===== src/rtl/ysyx_22040088_seq_ctrl.sv =====
// ---------------------------------------------------------------------------
// ysyx_22040088_seq_ctrl
//
// Multi-cycle sequencer for the IFU/IDU/EXU core. Each instruction is fetched
// over an imem req/ready/rvalid handshake and latched into an instruction
// register. The sequencer then gives the combinational datapath one execute
// cycle, runs a data-memory phase for loads and stores, and finally pulses
// the PC and regfile write enables. An ebreak halts the core. A memory
// handshake that stalls for TIMEOUT_CYC cycles parks the core in a sticky
// error state.
//
// Parameters
//   TIMEOUT_CYC  cycles allowed in any memory-wait state before S_ERR
//   CNT_W        width of cycle_cnt / instret_cnt
//
// Ports
//   clk          core clock, rising edge
//   rst          asynchronous, active-low reset
//   run          start execution (sampled only while idle)
//   imem_req     instruction fetch request
//   imem_ready   imem accepts the request this cycle
//   imem_rvalid  fetched instruction valid on imem_rdata
//   imem_rdata   fetched instruction
//   inst         registered instruction to IDU/EXU/ebreak logic
//   dmem_req     data memory request
//   dmem_we      1 = store, 0 = load (valid while dmem_req=1)
//   dmem_ready   dmem accepts the request this cycle
//   dmem_rvalid  load data valid
//   pc_we        one-cycle pulse: IFU loads nextpc
//   rf_we        one-cycle pulse: regfile write enable
//   halted       ebreak retired, sticky until reset
//   err          memory timeout, sticky until reset
//   cycle_cnt    active cycles (wraps)
//   instret_cnt  retired instructions (wraps)
// ---------------------------------------------------------------------------
module ysyx_22040088_seq_ctrl #(
    parameter int TIMEOUT_CYC = 255,
    parameter int CNT_W       = 64
) (
    input  logic             clk,
    input  logic             rst,
    input  logic             run,
    output logic             imem_req,
    input  logic             imem_ready,
    input  logic             imem_rvalid,
    input  logic [31:0]      imem_rdata,
    output logic [31:0]      inst,
    output logic             dmem_req,
    output logic             dmem_we,
    input  logic             dmem_ready,
    input  logic             dmem_rvalid,
    output logic             pc_we,
    output logic             rf_we,
    output logic             halted,
    output logic             err,
    output logic [CNT_W-1:0] cycle_cnt,
    output logic [CNT_W-1:0] instret_cnt
);

    localparam logic [31:0] EBREAK    = 32'h00100073;
    localparam logic [6:0]  OP_LOAD   = 7'b0000011;
    localparam logic [6:0]  OP_STORE  = 7'b0100011;
    localparam logic [6:0]  OP_BRANCH = 7'b1100011;

    // The timer only has to reach TIMEOUT_CYC-1.
    localparam int TIMER_W = (TIMEOUT_CYC > 2) ? $clog2(TIMEOUT_CYC) : 1;
    localparam logic [TIMER_W-1:0] TIMER_LAST = TIMER_W'(TIMEOUT_CYC - 1);

    typedef enum logic [3:0] {
        S_IDLE,
        S_IF_REQ,
        S_IF_WAIT,
        S_EX,
        S_MEM_REQ,
        S_MEM_WAIT,
        S_WB,
        S_HALT,
        S_ERR
    } state_t;

    state_t             state_reg, state_next;
    logic [TIMER_W-1:0] timer_reg, timer_next;
    logic [31:0]        inst_reg, inst_next;
    logic [CNT_W-1:0]   cycle_cnt_reg, instret_cnt_reg;

    logic               is_load, is_store, is_branch, is_ebreak;
    logic               in_wait, wait_done;

    assign is_load   = (inst_reg[6:0] == OP_LOAD);
    assign is_store  = (inst_reg[6:0] == OP_STORE);
    assign is_branch = (inst_reg[6:0] == OP_BRANCH);
    assign is_ebreak = (inst_reg == EBREAK);

    // ------------------------------------------------------------------
    // State, timer and instruction register
    // ------------------------------------------------------------------
    always_ff @(posedge clk or negedge rst) begin
        if (!rst) begin
            state_reg <= S_IDLE;
            timer_reg <= '0;
            inst_reg  <= '0;
        end else begin
            state_reg <= state_next;
            timer_reg <= timer_next;
            inst_reg  <= inst_next;
        end
    end

    // ------------------------------------------------------------------
    // Next-state logic
    // ------------------------------------------------------------------
    always_comb begin
        state_next = state_reg;
        inst_next  = inst_reg;
        timer_next = '0;
        in_wait    = 1'b0;
        wait_done  = 1'b0;

        case (state_reg)
            S_IDLE: begin
                if (run) state_next = S_IF_REQ;
            end
            S_IF_REQ: begin
                in_wait   = 1'b1;
                wait_done = imem_ready;
                if (imem_ready) state_next = S_IF_WAIT;
            end
            S_IF_WAIT: begin
                in_wait   = 1'b1;
                wait_done = imem_rvalid;
                if (imem_rvalid) begin
                    inst_next  = imem_rdata;
                    state_next = S_EX;
                end
            end
            S_EX: begin
                if (is_ebreak)                 state_next = S_HALT;
                else if (is_load || is_store)  state_next = S_MEM_REQ;
                else                           state_next = S_WB;
            end
            S_MEM_REQ: begin
                in_wait   = 1'b1;
                wait_done = dmem_ready;
                // A store is complete once the memory accepts it.
                if (dmem_ready) state_next = is_store ? S_WB : S_MEM_WAIT;
            end
            S_MEM_WAIT: begin
                in_wait   = 1'b1;
                wait_done = dmem_rvalid;
                if (dmem_rvalid) state_next = S_WB;
            end
            S_WB:    state_next = S_IF_REQ;
            S_HALT:  state_next = S_HALT;
            S_ERR:   state_next = S_ERR;
            default: state_next = S_IDLE;
        endcase

        // Any wait state is entered with timer_next defaulted to zero.
        // A handshake completing on the last allowed cycle still wins
        // because the timeout only applies while the handshake is unmet.
        if (in_wait && !wait_done) begin
            if (timer_reg == TIMER_LAST) state_next = S_ERR;
            else                         timer_next = timer_reg + TIMER_W'(1);
        end
    end

    // ------------------------------------------------------------------
    // Performance counters
    // ------------------------------------------------------------------
    always_ff @(posedge clk or negedge rst) begin
        if (!rst) begin
            cycle_cnt_reg   <= '0;
            instret_cnt_reg <= '0;
        end else begin
            if (state_reg != S_IDLE && state_reg != S_HALT && state_reg != S_ERR)
                cycle_cnt_reg <= cycle_cnt_reg + CNT_W'(1);
            if (state_reg == S_WB)
                instret_cnt_reg <= instret_cnt_reg + CNT_W'(1);
        end
    end

    // ------------------------------------------------------------------
    // Moore output decode
    // ------------------------------------------------------------------
    assign imem_req    = (state_reg == S_IF_REQ);
    assign dmem_req    = (state_reg == S_MEM_REQ);
    assign dmem_we     = (state_reg == S_MEM_REQ) && is_store;
    assign pc_we       = (state_reg == S_WB);
    assign rf_we       = (state_reg == S_WB) && !is_store && !is_branch;
    assign halted      = (state_reg == S_HALT);
    assign err         = (state_reg == S_ERR);
    assign inst        = inst_reg;
    assign cycle_cnt   = cycle_cnt_reg;
    assign instret_cnt = instret_cnt_reg;

endmodule

===== config.mk =====
export PLATFORM = sky130hd
export DESIGN_NAME = ysyx_22040088_seq_ctrl
export DESIGN_NICKNAME = d
export VERILOG_FILES = /design/src/rtl/ysyx_22040088_seq_ctrl.sv
export SDC_FILE = /design/constraint.sdc
export NUM_CORES = 1
export LEC_CHECK = 0
export CAP_MARGIN = 40
export CORE_AREA = 2 2 131 133
export CTS_CLUSTER_DIAMETER = 120
export DETAILED_ROUTE_END_ITERATION = 10
export DIE_AREA = 0 0 133 135
export GPL_TIMING_DRIVEN = 1
export PLACE_DENSITY = 0.79
export SETUP_SLACK_MARGIN = 0.1
export SLEW_MARGIN = 20
export SYNTH_ARGS = -nofsm -noshare
export SYNTH_HDL_FRONTEND = slang
export SYNTH_SLANG_ARGS = --single-unit
export TNS_END_PERCENT = 10

===== constraint.sdc =====
create_clock -name clk -period 3 [get_ports clk]
set_clock_uncertainty 0.2 [all_clocks]
set_input_delay 0.45 -clock clk [delete_from_list [all_inputs] [get_ports clk]]
set_output_delay 0.45 -clock clk [all_outputs]
set_load 0.05 [all_outputs]

==> Word level (Yosys, flattened, before mapping) <==
Index checks and enable logic that the tools add are counted.
Widths: inputs -> output; s select.
{ "word_totals": {"ff_bits": 172, "input_bits": 39, "out_inout_bits": 167, "wordCells": 52} }
{ "classes": {"add_sub_neg": 3, "n_eq_ne": 15, "mux": 15, "reduce_logical": 14} }
{ "op_table": {"columns": ["cell", "count"], "rows": [
  ["$add 64x1->64 const B", 2],
  ["$pmux 4 s9", 1],
  ["$eq 32x21->1 const B", 1],
  ["$mux 4", 7],
  ["$eq 4x3->1 const B", 4],
  ["$mux 8", 2],
  ["$add 8x1->8 const B", 1],
  ["$eq 4x2->1 const B", 2],
  ["$eq 8x8->1 const B", 1],
  ["$eq 7x2->1 const B", 1],
  ["$eq 7x6->1 const B", 1],
  ["$eq 7x7->1 const B", 1],
  ["$logic_and 1x1->1", 6],
  ["$mux 2", 3],
  ["$eq 4x1->1 const B", 1],
  ["$eq 4x4->1 const B", 1],
  ["$logic_not 4->1", 1],
  ["$ne 4x3->1 const B", 1],
  ["$ne 4x4->1 const B", 1],
  ["$pmux 1 s4", 1],
  ["$reduce_bool 4->1", 1],
  ["$reduce_or 4->1", 1],
  ["$logic_not 1->1", 3],
  ["$reduce_and 2->1", 1],
  ["other kinds (2)", 2]
]} }

==> Longest topological paths before layout <==
Gate-level depths: netlist (run 1).
{ "logic_depth": {"depth_word": 7, "depth_mapped": 8} }

==> Worst setup path before layout (run 1) <==
Ideal clock, no wire load.
{ "synth_timing": {"path_kind": "register -> output", "startpoint": "reg state_reg[2]", "endpoint": "out dmem_we", "t_arrival_ns": 3.245, "required_ns": 2.350, "slack_ns": -0.895, "path_stages_with_launch": 5, "path_buffers": 2, "cell_sequence": "dfrtp_1 -> clkbuf_1 -> clkbuf_1 -> nor4b_1 -> and2_1"} }
{ "synth_between": {"elab_chain_cells": 2} }
{ "synth_rtl": {"columns": ["element", "line", "rtl"], "rows": [
  ["start: declaration", "81", "state_t state_reg, state_next;"],
  ["start signal: assignment", "103", "state_reg <= state_next;"],
  ["$eq 4x3->1", null, null],
  ["named net dmem_req", "48", "output logic dmem_req,"],
  ["$logic_and 1x1->1", "187", "assign dmem_we = (state_reg == S_MEM_REQ) && is_store;"],
  ["end: declaration", "49", "output logic dmem_we,"]
]} }
The timed path passes the listed nets, and every way through them passes these cells.

==> Final worst setup path (run 1) <==
{ "layout_timing": {"startpoint": "reg state_reg[2]", "endpoint": "out dmem_we"} }
{ "layout_between": {"elab_chain_cells": 2} }
{ "layout_rtl": {"columns": ["element", "line"], "rows": [
  ["$eq 4x3->1", "187"],
  ["$logic_and 1x1->1", "187"]
]} }
Every way passes these cells.

==> flow_summary.yaml, run 1 <==
finish:
  multi_input_area_mm2: 0.00354
  drive_gt1_share_pct: 9.47
  fin_nets: 1002
  antenna_cells: 0
  seqCellArea_mm2: 0.00431
  fillCellCount: 1279
  areaGrowthSynthToFinish_pct: 37.8
  stdcell_area_mm2: 0.0110
floorplanning:
  die_area_mm2: 0.0180
  die_x_um: 133
  coreArea_mm2: 0.0164
  start_util_pct: 48.5
  ioPinCount: 206
  std_cell_rows: 47
  die-height_um: 135
clock_network:
  cts-htree-levels: 4
  numCtsBuffers: 17
  cts_root_buffer: "clkbuf_16"
  clock_latency_ns: 0.43
  clock_sinks: 172
  cts.path.max_buffers: 2
  clk_pin_slew_ns: 0.06
  post_cts_buffers: 0
  cts_tree: "done"
route:
  num_vias: 6447
  first_iter_violations: 431
  totalWireLength_um: 20000
  drc_errors: 0
  vias_per_cell: 5.41
  ant_nets: 0
  wire_per_inst_um: 16.8
  drtPass1Iterations: 4
synthesis:
  ys_ff_latch: 172
  syn_inst: 734
  seq_area_frac_synth_pct: 54.1
  synth_top_area_share_pct: 54.1
  syn_area_per_cell_um2: 10.8
  async_flop_share_pct: 100
  synth_ff_type: "dfrtp_1"
  synth_nets: 777
  synth.most_common_cell: "dfrtp_1"
  synth_edf_count: 0
  ys_types: 41
  yosys-top-cells-area: "dfrtp_1, xnor2_1, xor2_1"
  ys_warn_count: 0
  syn-cell-area_mm2: 0.00796
  synthTopCellsByCount: "dfrtp_1, xnor2_1, nand2_1"
  yosysTopAreaCell: "dfrtp_1"
status:
  status: "finished, final reports clean"
power_and_ir_drop:
  powerDensity_mw_per_mm2: 717
  max-vdd-ir-drop_uv: 694
  p_leak_nw: 4.68
worst_setup_path:
  crit_start: "state_reg[2]$_DFF_PN0_"
  arrival_ns: 2.13
  r2r_start: "cycle_cnt[29]$_DFFE_PN0P_"
  rrSetupSlack_ns: 0.31
  setup.worst_path.class: "reg2out"
  crit_chain: "nor4b_4, and2_1, dlygate4sd2_1"
  start_kind: "flip-flop"
  max_stage_delay_ns: 0.64
  worstPathMaxFanout: 16
  crit_path_end_kind: "primary output"
  cp.required_ns: 2.35
  crit_slowest_cell: "dfrtp_1"
timing:
  fin_crit_sh_pct: 92.7
  period_minus_slack_ns: 2.78
  setup_viol: 0
  fin_setup_tns_ns: 0
  rsz0062_at_grt: "yes"
  tightest_slew_ns: 0.672
  slew_viol_final: 0
  relSlewSlack_pct: 54.8
  finalWorstSetupSlack_ns: 0.219
  hold_violations: 0
  fmax_ghz: 0.360
  timing.hold.ws_ns: 0.269
global_route:
  grt-ovfl-total: 0
  grt_pass1_wl_um: 33100
  grt_use_total_pct: 23.2
  grt_pass1_vias: 6511
  grt_start_max_net_pins: 57
  antenna_found_initial: 0
place:
  dpl.hpwl_um: 14700
  gp_congestion: 0.845
  io_buffers: 205
  dp_slack_ns: 0.319
  placed_cell_area_mm2: 0.0104
run:
  cap_violations: 0
min_path:
  hp-class: "reg2reg"
  worstHoldStart: "cycle_cnt[63]$_DFFE_PN0P_"
==> cell type report <==
class,instances,share of cell area (%)
Multi-Input combinational cell,528,32.3
Clock buffer,18,4.01
Timing Repair Buffer,222,20.0
Clock inverter,14,1.32
Inverter,18,0.616
Sequential cell,172,39.3
Tap cell,220,2.51
==> cell families (layout without fill, tap and decap cells) <==
group	after synthesis	count (layout)	share of synthesized area, %
buf+inv	34	272	1.64
simple gates	346	346	23.3
flops	172	172	54.1
fa+ha+maj	4	4	0.629
mux	34	34	4.80
xor+xnor	132	132	14.5
compound gates	12	12	1.05
==> worst max-delay path: cells and delay by family, from the launching register on <==
kind | cells | cell delay, ns
DFF | 1 | 0.64
buffers and inverters | 1 | 0.53
and+or+nand+nor | 2 | 0.54
==> stage by stage <==
| stage | total power, mW | util, % | instances |
|---|---|---|---|
| after floorplan | 4.73 | - | 734 |
| after global placement | 5.69 | 63.3 | 1159 |
| after detailed placement | 5.73 | 63.3 | 1159 |
| after CTS | 7.91 | 66.8 | 1192 |
| after global routing | 8.18 | 66.8 | 1192 |
| final | 7.86 | 66.8 | 1192 |
==> final timing paths <==
| check | end | cells after the start |
|---|---|---|
| setup / recovery | dmem_we | 3 |
| hold / removal | cycle_cnt[63]$_DFFE_PN0P_ | 1 |
| setup reg to reg | cycle_cnt[58]$_DFFE_PN0P_ | 5 |
| hold reg to reg | cycle_cnt[63]$_DFFE_PN0P_ | 1 |
| max in group asynchronous | cycle_cnt[50]$_DFFE_PN0P_ | 3 |
| min in group asynchronous | instret_cnt[63]$_DFFE_PN0P_ | 2 |
==> what timing repair did <==
| item | 4_1_cts | 5_1_grt |
|---|---|---|
| setup endpoints to repair | 5 | 3 |
| gates resized for setup | 5 | 3 |
| hold buffers | 1 | 0 |
| hold endpoints to repair | 52 | 0 |
==> cells in the final DEF, fill, tap and decap left out, types with 20 or more instances in the layout <==
cell type and instances:
nor3_1 36, nand2_1 65, nor2_1 50, nor4_1 20, and3_1 24, xor2_1 54
nand3_1 56, nand4_1 44, dfrtp_1 171, xnor2_1 78, clkdlybuf4s50_1 197, mux2_2 33
==> metal layers <==
metal  global-route usage, %  routed length, um  vias up
met4                    8.54                412        0
met5                       0                  0        -
met2                    37.7               9680      193
li1                        -                  -     3040
met1                    30.0               8600     3180
met3                    6.31               1320       34
==> where the power goes <==
group	internal, mW	switching (mW)	total (mW)
Clock	1.25	0.931	2.18
Sequential	2.65	0.365	3.01
Combinational	0.985	1.68	2.66
(Power assumes the default switching activity.)
==> run 2, diff against run 1 <==
--- a/config.mk
+++ b/config.mk
@@ -6,10 +6,10 @@
 export NUM_CORES = 1
 export LEC_CHECK = 0
 export CAP_MARGIN = 40
-export CORE_AREA = 2 2 131 133
+export CORE_AREA = 2 2 151 116
 export CTS_CLUSTER_DIAMETER = 120
 export DETAILED_ROUTE_END_ITERATION = 10
-export DIE_AREA = 0 0 133 135
+export DIE_AREA = 0 0 153 118
 export GPL_TIMING_DRIVEN = 1
 export PLACE_DENSITY = 0.79
 export SETUP_SLACK_MARGIN = 0.1
==> run 2 against run 1 <==
- critical path depth did not move
- maximum frequency rose by 2.3%
- hold slack improved by 0.012 ns
- final cell count fell by 0.25%
- global-route usage fell by 0.20 points
- total power rose by 2.3%
- critical endpoint is now rf_we
- first-iteration DRC count fell by 7.2%
- die area rose by 0.55%
- sequential power barely moved
==> flow_summary.yaml, run 2 (synthesis results as in run 1) <==
status:
  status: "finished, final reports clean"
timing:
  timing.hold.ws_ns: 0.281
  period_minus_slack_ns: 2.72
  slew_viol_final: 0
  finalWorstSetupSlack_ns: 0.283
  rsz0062_at_grt: "no"
  fin_crit_sh_pct: 90.6
  relSlewSlack_pct: 54.4
  fmax_ghz: 0.368
  hold_violations: 0
  tightest_slew_ns: 0.683
  setup_viol: 0
worst_setup_path:
  worstPathMaxFanout: 12
  crit_slowest_cell: "dlygate4sd2_1"
  max_stage_delay_ns: 0.56
  setup.worst_path.class: "reg2out"
  cp.depth: 3
  critPathTopFamily: "simple AND/OR/NAND/NOR gates"
  crit_path_end_kind: "primary output"
  cp_num_buf_inv: 1
  reg2reg_depth: 6
  cp.required_ns: 2.35
  crit_chain: "nand4bb_1, nor2_1, dlygate4sd2_1"
  start_kind: "flip-flop"
  arrival_ns: 2.07
power_and_ir_drop:
  powerDensity_mw_per_mm2: 728
  p_leak_nw: 4.75
  pwr-share-seq_pct: 37.7
  p_sw_mw: 2.99
  p_comb_share_pct: 32.9
  power.internal_mw: 5.05
  clkPwrFrac_pct: 29.4
  max-vdd-ir-drop_uv: 763
  swShare_pct: 37.1
route:
  wire_per_inst_um: 17.1
  vias_per_cell: 5.40
  ant_nets: 0
  drtPass1Iterations: 6
  num_vias: 6425
  first_iter_violations: 400
  totalWireLength_um: 20400
  drc_errors: 0
finish:
  fillCellCount: 1299
  final_core_util_pct: 66.6
  fin_nets: 1004
  drive_gt1_share_pct: 9.86
  layout_commonest_cell: "clkdlybuf4s50_1"
  most-common-layout-cells: "clkdlybuf4s50_1, dfrtp_1, xnor2_1"
  stdcell_count: 1189
  antenna_cells: 0
  areaGrowthSynthToFinish_pct: 38.7
  stdcell_area_mm2: 0.0110
floorplanning:
  start_util_pct: 48.0
  die-height_um: 118
  coreArea_mm2: 0.0166
  die_area_mm2: 0.0181
  die_x_um: 153
  ioPinCount: 206
  std_cell_rows: 41
clock_network:
  clk_pin_slew_ns: 0.07
  cts-htree-levels: 4
  clock_sinks: 172
  cts_tree: "done"
  cts.path.max_buffers: 2
  numCtsBuffers: 17
  cts_root_buffer: "clkbuf_16"
  clock_latency_ns: 0.42
place:
  io_buffers: 205
  gp_congestion: 0.857
  dp_cells: 1156
  dpl.hpwl_um: 14800
  dp_slack_ns: 0.245
  placed_cell_area_mm2: 0.0104
global_route:
  antenna_found_initial: 0
  grt_use_total_pct: 23.0
  grt_start_max_net_pins: 72
  grt_pass1_wl_um: 33600
  grt_pass1_vias: 6391
  grt-ovfl-total: 0
min_path:
  hp-class: "reg2reg"
  hold_path_depth: 1
run:
  cap_violations: 0
-- run 2: final timing paths --
path / slack (ns) / endpoint / from
worst min register to register: 0.28 / cycle_cnt[63]$_DFFE_PN0P_ / cycle_cnt[63]$_DFFE_PN0P_
worst min-delay path: 0.28 / cycle_cnt[63]$_DFFE_PN0P_ / cycle_cnt[63]$_DFFE_PN0P_
worst max register to register: 0.33 / cycle_cnt[58]$_DFFE_PN0P_ / cycle_cnt[0]$_DFFE_PN0P_
min in group asynchronous: 0.42 / cycle_cnt[32]$_DFFE_PN0P_ / rst
max in group asynchronous: 1.40 / inst[17]$_DFFE_PN0P_ / rst
worst max-delay path: 0.28 / rf_we / state_reg[0]$_DFF_PN0_
-- run 2: per-stage QoR --
| step | power (mW) | setup TNS [ns] |
|---|---|---|
| after floorplan | 4.73 | -0.0506 |
| after global placement | 5.67 | 0 |
| after detailed placement | 5.71 | 0 |
| after CTS | 8.10 | 0 |
| after global routing | 8.39 | 0 |
| final | 8.04 | 0 |
-- run 2: power groups by stage --
stage | logic [mW] | registers [mW] | clock network (mW)
after CTS | 2.66 | 3.02 | 2.41
after floorplan | 0.787 | 3.95 | 0
final | 2.64 | 3.03 | 2.36
after detailed placement | 2.65 | 3.06 | 0
after global placement | 2.63 | 3.04 | 0
after global routing | 2.79 | 3.08 | 2.51
-- run 2: worst reg2reg max path: cells and delay by family (launching register included) --
family	cells	cell delay, ns
fa+ha+maj	1	0.22
xor+xnor	1	0.17
flops	1	0.47
simple gates	4	1.54
-- run 2: layer usage --
layer  vias to the layer above  routed length [um]  global-route usage (%)
met5                         -                   0                       0
met4                         0                 290                    6.42
met3                        20                1540                    6.89
met2                       215                8940                    34.1
met1                      3134                9610                    32.9
li1                       3056                   -                       -
-- run 2: timing repair --
action / in CTS / in global routing
setup endpoints to repair: 2 / 13
gates resized for setup: 1 / 5
hold buffers: 1 / 0
buffers inserted: 0 / 0
gates cloned: 0 / 0
pin swaps: 0 / 0
endpoints found under the hold margin: 68 / 0
-- run 2: final cells by class --
cell class / count / area (um2) / area share (%)
well taps: 215 / 269 / 2.44
clock buffers: 19 / 443 / 4.01
repair buffers: 224 / 2220 / 20.1
clock inverters: 13 / 189 / 1.71
flip-flops and latches: 172 / 4310 / 39.0
inverters: 18 / 67.6 / 0.612
multi-input cells: 528 / 3550 / 32.1
